--- src/rtl/serial_sub_pkg.sv ---
// Shared types for the bit-serial subtractor.
package serial_sub_pkg;

  typedef enum logic [1:0] {
    IDLE,
    RUN,
    DONE
  } state_t;

endpackage

--- src/rtl/full_subtractor.sv ---
// One-bit full subtractor: a - b - bin, producing difference and borrow.
module full_subtractor (
  input  logic a,
  input  logic b,
  input  logic bin,
  output logic d,
  output logic bout
);

  assign d    = a ^ b ^ bin;
  assign bout = (~a & b) | (~a & bin) | (b & bin);

endmodule

--- src/rtl/serial_subtractor.sv ---
// Bit-serial N-bit subtractor: one difference bit per clock, LSB first, with a
// start/ready/done handshake and registered results.
module serial_subtractor
  import serial_sub_pkg::*;
#(
  parameter int unsigned N = 4
) (
  input  logic         clk,
  input  logic         rst,
  input  logic         start,
  input  logic         borrow_in,
  input  logic [N-1:0] op1,
  input  logic [N-1:0] op2,
  output logic         ready,
  output logic         done,
  output logic [N-1:0] diff,
  output logic         borrow_out
);

  localparam int unsigned CW = $clog2(N + 1);

  state_t         state;
  logic [N-1:0]   a_sr;
  logic [N-1:0]   b_sr;
  logic [N-1:0]   res_sr;
  logic [N-1:0]   res_next;
  logic           borrow;
  logic [CW-1:0]  cnt;
  logic           bit_d;
  logic           bit_bout;

  full_subtractor u_fs (
    .a   (a_sr[0]),
    .b   (b_sr[0]),
    .bin (borrow),
    .d   (bit_d),
    .bout(bit_bout)
  );

  // New difference bits enter at the MSB so the LSB lands at bit 0 after N shifts.
  always_comb begin
    res_next        = res_sr >> 1;
    res_next[N-1]   = bit_d;
  end

  always_ff @(posedge clk) begin
    if (rst) begin
      state      <= IDLE;
      ready      <= 1'b1;
      done       <= 1'b0;
      cnt        <= '0;
      borrow     <= 1'b0;
      a_sr       <= '0;
      b_sr       <= '0;
      res_sr     <= '0;
      diff       <= '0;
      borrow_out <= 1'b0;
    end else begin
      unique case (state)
        IDLE: begin
          if (start) begin
            a_sr   <= op1;
            b_sr   <= op2;
            borrow <= borrow_in;
            cnt    <= '0;
            state  <= RUN;
            ready  <= 1'b0;
          end
        end
        RUN: begin
          a_sr   <= a_sr >> 1;
          b_sr   <= b_sr >> 1;
          borrow <= bit_bout;
          res_sr <= res_next;
          cnt    <= cnt + CW'(1);
          if (cnt == CW'(N - 1)) begin
            state      <= DONE;
            done       <= 1'b1;
            diff       <= res_next;
            borrow_out <= bit_bout;
          end
        end
        DONE: begin
          state <= IDLE;
          done  <= 1'b0;
          ready <= 1'b1;
        end
        default: state <= IDLE;
      endcase
    end
  end

endmodule

--- config.mk ---
export PLATFORM = sky130hd
export DESIGN_NAME = serial_subtractor
export DESIGN_NICKNAME = d
export VERILOG_FILES = /design/src/rtl/serial_sub_pkg.sv /design/src/rtl/full_subtractor.sv /design/src/rtl/serial_subtractor.sv
export SDC_FILE = /design/constraint.sdc
export NUM_CORES = 1
export LEC_CHECK = 0
export CORE_ASPECT_RATIO = 1.4
export CORE_UTILIZATION = 50
export CTS_CLUSTER_SIZE = 14
export DETAILED_ROUTE_END_ITERATION = 12
export PLACE_DENSITY = 0.79
export SETUP_SLACK_MARGIN = 0.4
export SLEW_MARGIN = 30
export SYNTH_ARGS = -nofsm -noshare
export SYNTH_HDL_FRONTEND = slang
export SYNTH_SLANG_ARGS = --single-unit
--- constraint.sdc ---
create_clock -name clk -period 1.7 [get_ports clk]
set_clock_uncertainty 0.1 [all_clocks]
set_input_delay 0.34 -clock clk [delete_from_list [all_inputs] [get_ports clk]]
set_output_delay 0.34 -clock clk [all_outputs]
set_load 0.03 [all_outputs]
==> metrics.md <==
| Metric | Value |
|---|---|
| Count of final setup violators | 0 |
| Post-synthesis average cell area | about 10 µm² |
| Clk_lat worst skew | ~0.31 ns |
| Critical path, cell by cell | ha_4 -> ha_4 -> nand3b_1 -> nand2_1 -> a21oi_2 |
| Max Slew Vio Count | 0 |
| Register share of total power | 58.4% |
| Unrepaired setup endpoints after global routing | yes |
| FF-to-FF path depth | 5 |
| Cell repeated most along the worst path | ha_4 |
| CP Max Fanout | 6 |
| Top FF cell, synth | dfxtp_1 |
| P_sw | approximately 0.27 mW |
| Synth-to-layout area growth | 30.0% |
| HPWL after DPL | 1420 µm |
| Vias | 834 |
| GPL Wtd Cong | just under 0.7 |
| Core ar. | about 2000 µm² |
| # rows | 19 |
| Critical path's largest stage delay | 0.36 ns |
| Required @ worst endpoint | roughly 1.9 ns |
| Placed cells | between 100 and 150 |
| R2r setup slk | between 0.3 and 0.4 ns |
| Total GRT Usage | a little over a fifth |
| Final nets | between 100 and 150 |
| Slowest CP cell | dfxtp_2 |
| Netlist cell types | 28 |
| Die Footprint | approximately 2300 µm² |
| Crit path arrival time | about 1.5 ns |
| I/O Pins | 19 |
| Die W | just over 40 µm |
| Initial antenna violation count | 0 |
| EDFF count, synth | 0 |
| Most common cell after layout, fill and taps aside | buf_4 |
| Worst Hold Class | reg -> reg |
| RR Endpoint | diff[0] |
| Synthesized area | 1050 µm² |
| FFs w/ async S/R, synth | 0% |
| Max Clk Rate | 764 MHz |
| Starting density of the core | a little over half |
| First-pass GRT wire length | between 3000 and 4000 µm |
| TritonRoute pass-1 iters | 4 |
| Wire per inst | between 10 and 15 µm |
| ANT nets after route | 0 |
| Max_slew headroom | between 70% and 80% |
| TritonCTS clock tree | yes |
| Fin crit share | 77.0% |
| Pwr Total | 1.05 mW |
| Root buf cell | clkbuf_4 |
| Clock buffer depth | 2 |
| WL final | 2190 µm |
| Post-synthesis sequential area ratio | 45.7% |
| PortBufs | 18 |
| Maximum vdd drop | between 0.0006 and 0.0007 V |
| Die Span Y | around 56 µm |
| Worst setup EP type | flip-flop |
| Logic gate share of total power | around 18% |
| Yosys reg bits | 24 |
| Crit start category | flip-flop |
| Post-synthesis net count | between 100 and 150 |
| CTS H-tree depth | 1 |
| Crit path time final | approximately 1.3 ns |
| DRC violations left | 0 |
| Status | completed |
| Diodes inserted | 0 |
| Setup TNS | 0 ns |
| Layout cell share with drive strength beyond 1 | around two fifths |
| Pint | between 0.7 and 0.8 mW |
| P_leak | about 0.52 nW |
| Reg2reg start | cnt[0] |
| Most frequent cells in the layout | buf_4 (17), dfxtp_1 (16), nor2_1 (12) |
| Largest net degree at the start of global routing | 15 |
| Slew @ Worst Pin | 0.317 ns |
| Grt total ovfl | 0 |
| Sw Share | 26.1% |
| PwrDens | between 700 and 800 nW/µm² |
| 1st-iter DRT viols | 19 |
| Synthesized instance count | slightly above 100 |
| Clk pin slew, worst setup/hold paths | around 0.12 ns |
| Non-filler instance count after layout | between 100 and 150 |
| DR vias/cell | roughly 5.6 |
| Sink Count | 24 |
| Hold path cells | 2 |
| Num CTS Buffers | 3 |
| Worst Hold Endpoint | diff[2] |
| Fin. Hold Viols | 0 |
| Yosys warning total | 0 |
| Clk pwr share | a little under a quarter |
| Setup Crit Path Kind | reg -> reg |
| # Max-Cap Violations | 0 |
| Hold_sp | diff[2] |
| Vias in the first global route | between 700 and 800 |
[layer usage]
layer	up-vias	share of wire (%)	track usage (%)
met5	-	0	0
met4	0	2.0	11.4
met3	4	2.7	2.40
met2	17	51	34.9
met1	398	44	25.2
li1	415	-	-
[state kept, by name (all words and copies together), names as in the netlist]
name        flops
state           2
borrow_out      1
b_sr            4
done            1
a_sr            4
res_sr          3
cnt             3
ready           1
borrow          1
diff            4
[kinds of logic (layout without fill, tap and decap cells)]
logic type	after synthesis	in the layout	share of synthesized area (%)
AND/OR/NAND/NOR	28	28	13.0
multiplexers	10	10	9.52
flip-flops	24	24	45.7
adder cells (fa/ha/maj)	3	3	4.29
buffers and inverters	10	36	6.31
AO/OA/AOI/OAI	26	27	21.2
[critical path: cells and delay by family (launching register included)]
kind | cells | cell delay (ns)
AND/OR/NAND/NOR | 2 | 0.34
flip-flops | 1 | 0.36
adder cells (fa/ha/maj) | 2 | 0.32
AO/OA/AOI/OAI | 1 | 0.12
[Yosys cell counts, drive strengths merged (2+ instances only)]
master	number	area share (%)
o21ai	3	1.4
nand2	5	1.8
inv	4	1.4
nor2	15	6.1
a21oi	8	3.8
a211oi	9	10
dfxtp	24	46
buf	5	4.5
nand4	2	1.2
mux2i	10	9.5
nand3	4	1.9
ha	2	2.4
[metrics by stage]
stage / hold WS (ns) / utilization (%) / cell area [µm²] / setup WS [ns]
floorplan: 0.305 / - / 1060 / 0.409
global placement: 0.351 / 62.7 / 1240 / 0.146
detailed placement: 0.358 / 62.7 / 1240 / 0.0815
CTS: 0.370 / 65.9 / 1300 / 0.389
global route: 0.384 / 69.2 / 1370 / 0.334
finish: 0.373 / 69.2 / 1370 / 0.391
[power groups by stage]
stage	Combinational (mW)	Clock [mW]	Sequential (mW)
floorplan	0.114	0	0.622
global placement	0.159	0	0.619
detailed placement	0.165	0	0.620
CTS	0.175	0.243	0.610
global route	0.203	0.269	0.615
finish	0.188	0.247	0.610
[how the worst max path moves through the flow]
| stage | startpoint | to | slack [ns] | depth (start not counted) |
|---|---|---|---|---|
| after CTS | borrow | borrow | 0.39 | 3 |
| after global routing | cnt[0] | borrow_out | 0.33 | 5 |
| final | cnt[0] | diff[0] | 0.39 | 5 |
| after floorplan | cnt[0] | diff[0] | 0.41 | 6 |
| after global placement | start | cnt[2] | 0.15 | 4 |
| after detailed placement | start | borrow | 0.08 | 4 |
[layout make-up]
class	count	area [µm²]
timing repair buffer	29	249
clock buffer	3	22.5
fill	164	607
tap	21	26.3
sequential	24	490
inverter	4	15.0
multi-input combinational	68	563
[repair_timing]
action,CTS,global route
cloned,0,1
gates resized for setup,43,25
pin swaps,4,4
setup endpoints to repair,23,25
hold buffers,0,0
hold endpoints to repair,0,0
buffers inserted,6,1
Power figures use the tool's default switching activity.
